$ cat config.mk
export PLATFORM = sky130hd
export DESIGN_NAME = sdram_chk_pattern
export DESIGN_NICKNAME = d
export VERILOG_FILES = /design/src/rtl/sdram_chk_pkg.sv /design/src/rtl/sdram_chk_pattern.sv
export SDC_FILE = /design/constraint.sdc
export NUM_CORES = 1
export LEC_CHECK = 0
export ABC_AREA = 1
export CORE_ASPECT_RATIO = 1.25
export CORE_MARGIN = 1.5
export CORE_UTILIZATION = 50
export CTS_CLUSTER_DIAMETER = 40
export CTS_CLUSTER_SIZE = 8
export DETAILED_ROUTE_END_ITERATION = 8
export GPL_TIMING_DRIVEN = 0
export MAX_ROUTING_LAYER = met4
export PLACE_DENSITY = 0.83
export SETUP_SLACK_MARGIN = 0.2
export SYNTH_ARGS = -nofsm -noshare
export SYNTH_HDL_FRONTEND = slang
export SYNTH_SLANG_ARGS = --single-unit
$ cat constraint.sdc
create_clock -name clk -period 4.1 [get_ports clk]
set_input_delay 1.025 -clock clk [delete_from_list [all_inputs] [get_ports clk]]
set_output_delay 1.025 -clock clk [all_outputs]
set_load 0.005 [all_outputs]
$ cat src/rtl/sdram_chk_pkg.sv
// Shared types and constants for the SDRAM write-then-verify Wishbone checker.
package sdram_chk_pkg;

    typedef enum logic [2:0] {
        S_IDLE,
        S_WRITE,
        S_WDRAIN,
        S_READ,
        S_RDRAIN,
        S_FIN
    } state_t;

    localparam int ERR_W = 16;

    // Right-shifting Galois masks: x^16+x^14+x^13+x^11+1 and x^32+x^22+x^2+x+1
    localparam logic [15:0] LFSR_TAPS_16 = 16'hB400;
    localparam logic [31:0] LFSR_TAPS_32 = 32'h8020_0003;

endpackage

$ cat src/rtl/sdram_chk_pattern.sv
// Test-pattern generator: loads from seed, steps once per word index.
// SDRAM_CHK_LFSR_EN selects a maximal Galois LFSR instead of seed + i.
module sdram_chk_pattern
    import sdram_chk_pkg::*;
#(
    parameter int DW = 32
) (
    input  logic          clk,
    input  logic          reset_n,
    input  logic          load,
    input  logic          step,
    input  logic [DW-1:0] seed,
    output logic [DW-1:0] value
);

    logic [DW-1:0] stepped;
    logic [DW-1:0] start_val;

`ifdef SDRAM_CHK_LFSR_EN
    localparam logic [DW-1:0] TAPS = (DW == 16) ? DW'(LFSR_TAPS_16) : DW'(LFSR_TAPS_32);

    always_comb begin
        stepped = value >> 1;
        if (value[0]) stepped = stepped ^ TAPS;
    end

    // An all-zero state would lock the LFSR up.
    assign start_val = (seed == '0) ? DW'(1) : seed;
`else
    assign stepped   = value + DW'(1);
    assign start_val = seed;
`endif

    always_ff @(posedge clk or negedge reset_n) begin
        if (!reset_n)  value <= '0;
        else if (load) value <= start_val;
        else if (step) value <= stepped;
    end

endmodule

Yosys cells after proc, flatten, opt, wreduce, memory -nomap -nowiden

Index checks and enable logic that the tools add are counted.

Equal/unequal tests: 0
Add/sub/neg operators: 1
Reductions and logical operators: 1
Multiply operators: 0
Multiplexer cells: 2
Shift-type cells: 0
Divide/modulo/power cells: 0
Bitwise operators: 0
Magnitude comparators: 0

Operator list:

| cell                                                             | number |
|---|---|
| 32-bit 2-to-1 mux                                                | 2 |
| 32-bit by 1-bit adder with 32-bit output (second input constant) | 1 |
| 2-bit nonzero test                                               | 1 |

ROM bits: 0
Output and inout port bits: 32
Flip-flop bits (word level): 32
Bits in latches: 0
RAM bits: 0
Memories: 0

Longest topological paths before layout

Gate-level depths: netlist (run 1).

Depth in word-level cells: 3
Mapped depth: 9
Gate-level depth less buffers: 9

Least setup slack after synthesis (run 1)

OpenSTA, ideal clock, no wires.

Path type: input -> register
From: input port load
To: register value[10]
Stages: 5
Setup time: 0.067 ns
Required time: 4.033 ns
Data arrival time: 1.773 ns
Path slack: 2.261 ns
Cells stage by stage: buf_2 > nor2_1 > clkbuf_1 > a22oi_1 > nand2_1

Longest elaborated chain between the ends: 1
Elaborated cells on any way between the ends: 2
Classes of those cells: 1 x mux; 1 x reduce/logical

Ends and longest elaborated chain:

| item                                                    | line                    | source |
|---|---|---|
| start, declared                                         | sdram_chk_pattern.sv:10 | `input logic load,` |
| 32-bit 2-to-1 mux or 2-bit nonzero test (tied branches) | n/a                     |  |
| end signal, assigned                                    | sdram_chk_pattern.sv:36 | `else if (load) value <= start_val;` |
| end signal, assigned                                    | sdram_chk_pattern.sv:37 | `else if (step) value <= stepped;` |
| end, declared                                           | sdram_chk_pattern.sv:13 | `output logic [DW-1:0] value` |

Parallel ways exist; a longest one is shown, timed or not.
A chain may end at the register's enable or synchronous reset.

Worst setup path after layout (run 1)

From: register value[7]
To: output port value[7]

No word-level cell between the ends.

==> results.json, run 1 <==
{
  "status": "completed",
  "switching_share_pct": 31.25,
  "die_area_mm2": 0.004848,
  "track_usage_pct": 30.80,
  "tns_ns": 0,
  "dp_slack_ns": 1.626,
  "ir_drop_uv": 214.9,
  "synth_seq_area_share_pct": 36.10,
  "worstSetupEndpointType": "primary output",
  "slowest_delay_ns": 0.55,
  "place_area_mm2": 0.002944,
  "fmax_mhz": 425.7,
  "fillers": 390,
  "final_common_cell": "nand2_1",
  "drt-initial-drc-count": 158,
  "path_clk_slew_ns": 0.07,
  "cpLargestDelayFamily": "buffers and inverters",
  "root_buffer": "clkbuf_8",
  "power_switching_mw": 0.2779,
  "drv_slew": 0,
  "grt_pass1_wl_um": 11490,
  "cts_buffers": 5,
  "netlist_area_mm2": 0.002218,
  "final_cell_mix": "117 x nand2_1, 65 x clkdlybuf4s50_1, 36 x nand3_1",
  "rows": 26,
  "drc": 0,
  "rsz0062_at_grt": "no",
  "hold_path_class": "reg2reg",
  "cp.required_ns": 3.07,
  "final_nets": 435,
  "top_register": "value",
  "postCtsHoldBufs": 0,
  "die_width_um": 62.58,
  "comb_power_share_pct": 25.1,
  "slew_headroom_pct": 51.01,
  "ios": 68,
  "clkPwrFrac_pct": 29.6,
  "setup_violations": 0,
  "largest_reg_flops": 32,
  "dp.cells": 447,
  "cts_tree": "yes",
  "die_h_um": 77.47,
  "syn2layout_area_growth_pct": 36.77,
  "yosysTopAreaCellShare_pct": 36.10,
  "ys_ff_latch": 32,
  "cp-start-kind": "register",
  "min_period_ns": 2.349,
  "maxCapViolCount": 0,
  "gr-total-overflow": 0,
  "syn_nets": 362,
  "largestRegisters": "value x32",
  "drive_gt1_share_pct": 7.769,
  "io_buffers": 66,
  "place_congestion": 0.8943,
  "fin_crit_sh_pct": 57.29,
  "antenna_found_initial": 0,
  "core_mm2": 0.004164,
  "n_antenna_cell": 0,
  "grt_pass1_vias": 2394,
  "power.internal_mw": 0.6114,
  "hold_viol": 0,
  "cp_cell_sequence": "clkdlybuf4s50_1",
  "ys_warn_count": 0,
  "cpMaxStageDelayCell": "clkdlybuf4s50_1",
  "final_cells": 455,
  "grt_max_degree": 33,
  "vias": 2429,
  "power.leakage_nw": 1.335,
  "critical_path_arrival_ns": 1.32,
  "synth_cells": 325,
  "crit_buf_inv": 1,
  "firstDrtPassIters": 4,
  "seqPwrFrac_pct": 45.3,
  "finalPower_mw": 0.8892,
  "hpwlAfterDp_um": 4953,
  "path_max_fanout": 5,
  "power_density_mw_per_mm2": 293.1,
  "initial_core_util_pct": 53.28,
  "multi_input_area_mm2": 0.001272,
  "wl_per_cell_um": 14.76,
  "htree_levels": 2,
  "drt-total-wl_um": 6718,
  "worst_slew_pin_slew_ns": 0.7348,
  "fin_skew_ns": 0.006290,
  "finalCoreUtilization_pct": 72.87,
  "via_per_inst": 5.338,
  "ys_top_cells_by_area": "dfrtp_1 36%, nand2_1 20%, a22oi_1 8.5%",
  "synth_area_per_cell_um2": 6.826,
  "antenna_left": 0,
  "cts_resized": 0,
  "worstSkewPairLatency_ns": 0.29,
  "clkSinkCount": 32,
  "yosysUniqueCellTypes": 20,
  "synth_top_cell_by_area": "dfrtp_1",
  "clock_path_buffers": 2,
  "area.sequential_um2": 800.8,
  "hold_ws_ns": 0.5646,
  "post_cts_buffers": 0,
  "setup_slack_ns": 1.751,
  "critPathKind": "reg2out",
  "postLayoutCellArea_mm2": 0.003034
}
## cell families after synthesis
group	count (synthesis)	synth area share [%]
XOR/XNOR	9	3.553
buffers and inverters	37	6.542
adder cells (fa/ha/maj)	1	0.5639
AND/OR/NAND/NOR	208	41.40
AO/OA/AOI/OAI	38	11.84
flip-flops	32	36.10
## metal layers
layer | GRT usage [%] | vias to the layer above | wire length (µm)
met5 | - | - | 0
met4 | 14.00 | 0 | 214
met3 | 4.783 | 19 | 344
met2 | 53.01 | 83 | 3509
met1 | 35.31 | 1123 | 2649
li1 | - | 1204 | -
## final timing paths
path / cells after the start / startpoint / to / slack, ns
max: 1 / value[7] / value[7] / 1.75
min: 2 / value[31] / value[31] / 0.56
max reg2reg: 8 / value[0] / value[22] / 2.52
min reg2reg: 2 / value[31] / value[31] / 0.56
max in group asynchronous: 1 / reset_n / value[12] / 2.83
min in group asynchronous: 1 / reset_n / value[31] / 0.79
## final cells by class
cell class	count	share of cell area (%)
buffer	9	1.320
clock buffer	8	2.969
inverter	28	3.464
multi-input combinational	256	41.94
sequential	32	26.39
tap	56	2.309
timing repair buffer	66	21.61
## power groups by stage
| stage | clock, mW | combinational, mW | sequential, mW |
|---|---|---|---|
| 4_1_cts | 0.266 | 0.225 | 0.401 |
| 6_report | 0.263 | 0.223 | 0.403 |
| 3_5_place_dp | 0 | 0.223 | 0.407 |
| 3_3_place_gp | 0 | 0.219 | 0.406 |
| 2_1_floorplan | 0 | 0.0932 | 0.398 |
| 5_1_grt | 0.280 | 0.248 | 0.410 |
## cells in the mapped netlist (all sizes together)
| library cell | number |
|---|---|
| inv | 28 |
| ha | 1 |
| xor2 | 9 |
| nand2 | 123 |
| o211ai | 2 |
| nand3 | 36 |
| and2 | 2 |
| a22oi | 25 |
| o21ai | 7 |
| nor2 | 47 |
| clkbuf | 4 |
| o21bai | 2 |
| a21oi | 2 |
| dfrtp | 32 |
| buf | 5 |
Power figures use the tool's default switching activity.
==> inputs of run 2 (changes only) <==
--- a/config.mk
+++ b/config.mk
@@ -8,13 +8,13 @@
 export ABC_AREA = 1
 export CORE_ASPECT_RATIO = 1.25
 export CORE_MARGIN = 1.5
-export CORE_UTILIZATION = 50
+export CORE_UTILIZATION = 43
 export CTS_CLUSTER_DIAMETER = 40
 export CTS_CLUSTER_SIZE = 8
 export DETAILED_ROUTE_END_ITERATION = 8
 export GPL_TIMING_DRIVEN = 0
 export MAX_ROUTING_LAYER = met4
-export PLACE_DENSITY = 0.83
+export PLACE_DENSITY = 0.75
 export SETUP_SLACK_MARGIN = 0.2
 export SYNTH_ARGS = -nofsm -noshare
 export SYNTH_HDL_FRONTEND = slang
==> constraint.sdc (replaced) <==
create_clock -name clk -period 2 [get_ports clk]
set_input_delay 0.5 -clock clk [delete_from_list [all_inputs] [get_ports clk]]
set_output_delay 0.5 -clock clk [all_outputs]
set_load 0.005 [all_outputs]
==> run 2 against run 1 <==
  * Power rose by 110%
  * Die area rose by 16%
  * Register-to-register slack lost 2.1 ns
  * Routed wire length shrank 6.6%
  * Critical endpoint is now value[4]
  * Largest cell class unchanged
  * Largest power group unchanged
  * Highest routed layer unchanged
==> results.json, run 2 (synthesized netlist as in run 1, its figures left out) <==
{
  "critical_path_arrival_ns": 1.28,
  "postCtsHoldBufs": 0,
  "power_density_mw_per_mm2": 595.8,
  "drc": 0,
  "setup_violations": 0,
  "worst_slew_pin_slew_ns": 0.7499,
  "clkPwrFrac_pct": 29.9,
  "firstDrtPassIters": 4,
  "top_register": "value",
  "die_width_um": 67.25,
  "path_max_fanout": 6,
  "io_buffers": 66,
  "comb_power_share_pct": 24.7,
  "hold_ws_ns": 0.2748,
  "htree_levels": 2,
  "vias": 2343,
  "largestRegisters": "value x32",
  "rows": 29,
  "grt_pass1_wl_um": 10430,
  "initial_core_util_pct": 44.30,
  "status": "completed",
  "min_period_ns": 1.776,
  "drt-initial-drc-count": 140,
  "syn2layout_area_growth_pct": 38.41,
  "final_nets": 435,
  "ios": 68,
  "n_antenna_cell": 0,
  "slowest_delay_ns": 0.55,
  "hold_viol": 0,
  "final_cell_mix": "117 x nand2_1, 65 x clkdlybuf4s50_1, 36 x nand3_1",
  "power.leakage_nw": 1.320,
  "switching_share_pct": 29.64,
  "hold_path_class": "in2async",
  "cts_buffers": 5,
  "crit_buf_inv": 1,
  "maxCapViolCount": 0,
  "fin_skew_ns": 0.01222,
  "drive_gt1_share_pct": 12.56,
  "wl_per_cell_um": 13.65,
  "root_buffer": "clkbuf_8",
  "drv_slew": 0,
  "worstSetupEndpointType": "primary output",
  "place_congestion": 0.9267,
  "die_area_mm2": 0.005602,
  "power_switching_mw": 0.5423,
  "core_mm2": 0.005007,
  "rsz0062_at_grt": "no",
  "cts_tree": "yes",
  "power.internal_mw": 1.287,
  "postLayoutCellArea_mm2": 0.003070,
  "die_h_um": 83.31,
  "final_cells": 460,
  "hpwlAfterDp_um": 4636,
  "grt_max_degree": 33,
  "seqPwrFrac_pct": 45.4,
  "final_common_cell": "nand2_1",
  "fin_crit_sh_pct": 88.79,
  "largest_reg_flops": 32,
  "fmax_mhz": 563.1,
  "antenna_left": 0,
  "clock_path_buffers": 2,
  "path_clk_slew_ns": 0.07,
  "clkSinkCount": 32,
  "cp.required_ns": 1.50,
  "cpLargestDelayFamily": "buffers and inverters",
  "gr-total-overflow": 0,
  "dp_slack_ns": 0.08245,
  "setup_slack_ns": 0.2241,
  "cp-start-kind": "register",
  "worstSkewPairLatency_ns": 0.29,
  "via_per_inst": 5.093,
  "drt-total-wl_um": 6277,
  "slew_headroom_pct": 50.00,
  "grt_pass1_vias": 2308,
  "antenna_found_initial": 0,
  "finalPower_mw": 1.830,
  "critPathKind": "reg2out",
  "cp_cell_sequence": "clkdlybuf4s50_1",
  "dp.cells": 453,
  "track_usage_pct": 24.98,
  "place_area_mm2": 0.002952,
  "fillers": 486,
  "cpMaxStageDelayCell": "clkdlybuf4s50_1",
  "ir_drop_uv": 511.1
}
## run 2: cell types whose count changed in the layout (fill, tap and decap cells not counted), sizes merged
cell | before | now
clkbuf | 12 | 11
## run 2: area by class of cell
| type | count | area, µm² | area share (%) |
|---|---|---|---|
| well taps | 62 | 77.57 | 2.526 |
| repair buffers | 66 | 655.6 | 21.35 |
| flip-flops and latches | 32 | 823.3 | 26.81 |
| plain buffers | 9 | 40.04 | 1.304 |
| clock buffers | 7 | 96.34 | 3.138 |
| inverters | 28 | 105.1 | 3.423 |
| multi-input cells | 256 | 1272 | 41.44 |
## run 2: power groups by stage
stage	logic (mW)	clock network (mW)	registers, mW
3_3_place_gp	0.448	0	0.834
2_1_floorplan	0.191	0	0.816
6_report	0.452	0.548	0.830
4_1_cts	0.456	0.557	0.823
3_5_place_dp	0.452	0	0.834
5_1_grt	0.505	0.596	0.844
## run 2: per-layer routing
| layer | global-route usage, % | wire, µm | vias to the layer above |
|---|---|---|---|
| li1 | - | - | 1195 |
| met1 | 29.85 | 2571 | 1068 |
| met2 | 40.59 | 3220 | 67 |
| met3 | 5.149 | 349 | 13 |
| met4 | 9.462 | 136 | 0 |
| met5 | - | 0 | - |
## run 2: repair_timing
action	CTS	global route
gates cloned	0	0
setup endpoints to repair	1	17
setup buffers	0	0
resized for setup	1	17
hold endpoints to repair	0	0
## run 2: path summary, 6_finish.rpt
check                           slack (ns)  depth (start not counted)     start         to
worst max-delay path                  0.22                          1  value[4]   value[4]
worst min-delay path                  0.27                          1   reset_n  value[23]
worst max register to register        0.45                          8  value[0]  value[22]
worst min register to register        0.56                          2  value[1]   value[1]
max in group asynchronous             1.19                          1   reset_n   value[9]
min in group clk                      0.54                          3      load   value[5]
## run 2: stage by stage
stage	utilization, %	TNS [ns]
after global placement	59.05	-8.372
final	61.32	0
after detailed placement	58.95	0
after floorplan	-	0
after CTS	60.89	0
after global routing	61.32	0
